--- config.mk ---
export PLATFORM = sky130hd
export DESIGN_NAME = gray_to_binary
export DESIGN_NICKNAME = d
export VERILOG_FILES = /design/src/rtl/gray_to_binary.sv
export SDC_FILE = /design/constraint.sdc
export NUM_CORES = 1
export LEC_CHECK = 0
export CAP_MARGIN = 20
export CORE_AREA = 3 3 40 42
export CTS_CLUSTER_SIZE = 16
export DETAILED_ROUTE_END_ITERATION = 8
export DIE_AREA = 0 0 43 45
export HOLD_SLACK_MARGIN = 0.12
export SYNTH_ARGS = -nofsm -noshare
export SYNTH_HDL_FRONTEND = slang
export SYNTH_SLANG_ARGS = --single-unit
--- constraint.sdc ---
create_clock -name clk -period 1.7 [get_ports clk]
set_input_delay 0.34 -clock clk [delete_from_list [all_inputs] [get_ports clk]]
set_output_delay 0.34 -clock clk [all_outputs]
set_load 0.05 [all_outputs]
--- src/rtl/gray_to_binary.sv ---
// Registered Gray-to-binary converter with a single-bit-step checker.
// The binary result, its valid flag and the step error are all produced one clock after the sample is accepted.
module gray_to_binary #(
  parameter int WIDTH = 4
) (
  input  logic             clk,
  input  logic             rst,
  input  logic [WIDTH-1:0] gray,
  input  logic             in_valid,
  output logic [WIDTH-1:0] bin,
  output logic             out_valid,
  output logic             step_err
);

  generate
    if (WIDTH < 2) begin : g_bad_width
      $error("gray_to_binary: WIDTH must be at least 2");
    end
  endgenerate

  logic [WIDTH-1:0] bin_d,  bin_q;
  logic [WIDTH-1:0] prev_q;
  logic [WIDTH-1:0] diff;
  logic             hist_q;
  logic             out_valid_q;
  logic             step_err_d, step_err_q;
  logic             acc;

  // NOTE: every variable gets a default at the top of always_comb, so no path can leave it unassigned and infer a latch.
  always_comb begin
    bin_d = '0;
    acc   = 1'b0;
    for (int i = WIDTH - 1; i >= 0; i--) begin
      acc      = acc ^ gray[i];
      bin_d[i] = acc;
    end
  end

  // Two or more differing bits <=> clearing the lowest set bit still leaves a bit set.
  always_comb begin
    diff       = gray ^ prev_q;
    step_err_d = hist_q & (|(diff & (diff - WIDTH'(1))));
  end

  // NOTE: sequential state uses non-blocking assignments, so every register samples pre-edge values.
  always_ff @(posedge clk) begin
    if (rst) begin
      bin_q       <= '0;
      out_valid_q <= 1'b0;
      step_err_q  <= 1'b0;
      prev_q      <= '0;
      hist_q      <= 1'b0;
    end else begin
      out_valid_q <= in_valid;
      step_err_q  <= in_valid & step_err_d;
      if (in_valid) begin
        bin_q  <= bin_d;
        prev_q <= gray;
        hist_q <= 1'b1;
      end
    end
  end

  assign bin       = bin_q;
  assign out_valid = out_valid_q;
  assign step_err  = step_err_q;

endmodule

# Word-level counts from Yosys, hierarchy flattened
# Index checks and enable logic that the tools add are counted.
[op_classes] add_sub_neg=1 bitwise_logic=7 n_reduce_logical=1
[ops] cell="4-bit AND" n=1
[ops] cell="4-bit OR reduction" n=1
[ops] cell="4-bit by 1-bit subtractor with 4-bit output (second input constant)" n=1
[ops] cell="4-bit XOR" n=1
[ops] cell="1-bit XOR" n=3
[ops] cell="1-bit AND" n=2
[word_totals] regBits=11 input_bits=7 out_inout_bits=6 elab_cells=14

# Logic depth before layout (Yosys ltp)
[logic_depth] depth_word=6 ltp_mapped=4 mapped_depth_nobuf=3

# Least setup slack after synthesis
# Ideal clock, no wire load.
[synth_path] path_kind="input to register" startpoint="in gray[2]" endpoint="reg bin_q[0] (netlist: bin[0])" setup_time_ns=0.079 t_arrival_ns=1.065 t_required_ns=1.621 setup_slack_ns=0.556 cell_stages=3 n_path_buf=0 cell_sequence="xnor3_1 xor2_1 a211oi_2"
[synth_via] elab_chain_len=3
[synth_lines] item="from (decl)" line="8" source="input logic [WIDTH-1:0] gray,"
[synth_lines] item="1-bit XOR (3 in series)" line="34" source="acc = acc ^ gray[i];"
[synth_lines] item="to (signal assigned)" line="57" source="bin_q <= bin_d;"
[synth_lines] item="to (decl)" line="21" source="logic [WIDTH-1:0] bin_d, bin_q;"
# No other way between the ends.
# A chain may end at the register's enable or synchronous reset.

# Worst setup path after layout
# Same ends and word-level chain as after synthesis.

==> impl_metrics.toml <==
[pwr]
peakVddDrop_mv = 0.5520
power.total_uw = 551.0
p_per_area_nw_per_um2 = 921.4
p_leak_uw = 0.0002762

[setup_path]
slowest_stage = "clkdlybuf4s50_1"
r2r_setup_slack_ps = 780
startpoint_type = "input pin"
r2r-end = "step_err$_SDFF_PP0_"
r2r_cells = 3
worst_path_largest_cell_delay_ps = 480
critPathArrivalTime_ps = 1610
crit_fanout = 2
required_ps = 1880
setup.worst_path.end_class = "flop"
path_cells = "clkdlybuf4s50_1, xnor3_1, xor2_1, a211oi_2"
r2r-start = "bin[3]$_SDFFE_PP0P_"
crit_path_start = "gray[2]"
path_class = "input pin to flop"
crit_end = "bin[0]$_SDFFE_PP0P_"

[finish]
area_delta_synth_final_pct = 38.95
diodes = 0
ff_latch_area_sq_um = 200.2
utilization = 0.4654
nets = 68
final_layout_size_suffix_gt1_frac = 0.2712
fillers = 135
multi_input_area_sq_um = 210.2

[routing]
ant_nets = 0
via_count = 331
drt-total-wl_um = 744
drt_iter0_markers = 3
remaining_drc_errors = 0
firstDrtPassIters = 2
drt-wirelength-per-cell_um = 10.05
via_per_inst = 4.473

[synthesis]
yosysUniqueCellTypes = 16
syn-num-nets = 49
synthAdderAreaFrac = 0
synth_edf_count = 0
synthFlopType = "dfxtp_1"
synthArstFlopShare = 0
yosysSeqAreaShare = 0.4651
synth.area.mux_share = 0.1192
postSynthAreaPerCell_sq_um = 10.25
synth_area_sq_um = 430.4
synth_top_family_by_area = "XOR/XNOR gates"
synthCells = 42
synth_compound_area_frac = 0.08140
synthSimpleGateAreaFrac = 0.1134
synth_warnings = 0
synthXorXnorAreaFrac = 0.1744
ys_ff_latch = 10

[floorplanning]
core_area_sq_um = 1285
ios = 13
die_h_um = 45
start_util = 0.3350
dieWidth_um = 43
die_area_sq_um = 1935
fp-row-count = 13

[clock_tree]
cts_made_buffers = 3
ctsHoldBuffers = 0
cts_sinks = 10
cts_tree = "built"
clk_pin_slew_ps = 60
clk_latency_ps = 260
post_cts_resized = 0
htreeDepth = 1
cts_buffer_depth = 2
cts-root-buf = "clkbuf_4"
cts_setup_buffers = 0

[job]
maxCapViolations = 0

[timing]
tightest_slew_ps = 198.6
final.min_clock_period_ps = 1427
setup-violations-final = 0
relSlewSlack = 0.8668
final-hold-violation-count = 0
slew_violations = 0
rsz0062_at_grt = "false"
fin_crit_sh = 0.8392
setup-tns-final_ps = 0
fmax_ghz = 0.7009
clock_skew_ps = 2.007

[placement]
place.gp.congestion = 0.6714
numPortBuffers = 12
post-dp-hpwl_um = 605.8

[grt]
grt_max_degree = 6
grt_pass1_vias = 299
grt_pass1_wl_um = 1262
antenna_found_initial = 0
track_usage = 0.09197
overflow = 0

[worst_hold_path]
hp-class = "flop to flop"

[status]
status = "completed"
-- cell usage in the layout, fill, tap and decap left out, drive strengths merged --
| master | instances |
|---|---|
| inv | 1 |
| mux2i | 4 |
| clkbuf | 3 |
| nor3 | 1 |
| xor2 | 5 |
| buf | 11 |
| xnor3 | 1 |
| clkdlybuf4s50 | 6 |
| xnor2 | 1 |
| mux2 | 1 |
| a211oi | 4 |
| nor2 | 9 |
| nand2 | 1 |
| dfxtp | 10 |
| nor2b | 1 |
-- cell families after synthesis --
logic type,after synthesis
and+or+nand+nor,12
AOI/OAI and AO/OA,4
DFF,10
muxes,5
buffers and inverters,4
xor gates and xnor gates,7
-- worst max-delay path: cells and delay by family --
family	cells	cell delay, ps
XOR/XNOR	2	590
buffers and inverters	1	480
AO/OA/AOI/OAI	1	210
-- Yosys cell counts, types with 3 or more instances --
cell      count  share of area
a211oi_1      3          0.052
dfxtp_1      10           0.47
mux2i_1       4          0.093
nor2_1        9          0.078
xor2_1        5           0.10
-- state kept, by name, summed over array words and instances (netlist names) --
register,flops
prev_q,3
step_err,1
hist_q,1
out_valid,1
bin,4
-- area by class of cell --
class | count | share of cell area
inverter | 1 | 0.006276
clock buffer | 3 | 0.03766
sequential | 10 | 0.3347
multi-input combinational | 28 | 0.3515
timing repair buffer | 17 | 0.2385
tap | 15 | 0.03138
-- metal layers --
| layer | track usage | share of wire | wire length (um) |
|---|---|---|---|
| met1 | 0.1000 | 0.42 | 310 |
| met2 | 0.1437 | 0.48 | 358 |
| met3 | 0.07171 | 0.10 | 75 |
| met4 | 0.01807 | 0 | 0 |
| met5 | 0 | 0 | 0 |
-- worst min path at each step --
stage / start / endpoint / cells past startpoint
floorplan: hist_q$_SDFFE_PP0P_ / step_err$_SDFF_PP0_ / 2
global placement: hist_q$_SDFFE_PP0P_ / step_err$_SDFF_PP0_ / 2
detailed placement: hist_q$_SDFFE_PP0P_ / step_err$_SDFF_PP0_ / 2
CTS: hist_q$_SDFFE_PP0P_ / step_err$_SDFF_PP0_ / 2
global route: hist_q$_SDFFE_PP0P_ / step_err$_SDFF_PP0_ / 2
finish: hist_q$_SDFFE_PP0P_ / step_err$_SDFF_PP0_ / 2
-- where the power goes --
part	leakage (uW)	total, uW	switching (uW)	internal [uW]
clock network	0.0000138	157	75.2	81.6
registers	0.0000828	259	8.56	250
logic	0.000180	135	74.3	60.9
-- stage by stage --
| stage | hold slack [ps] | setup WS [ps] | std cells | cell area [sq um] |
|---|---|---|---|---|
| final | 436.2 | 273.3 | 74 | 598.1 |
| after global routing | 463.4 | 228.5 | 74 | 598.1 |
| after CTS | 442.5 | 272.6 | 74 | 598.1 |
| after detailed placement | 433.6 | 5.065 | 71 | 575.6 |
| after global placement | 432.5 | 24.85 | 71 | 575.6 |
| after floorplan | 414.6 | 555.6 | 42 | 430.4 |
No activity file was read; power rests on OpenSTA's default activity.
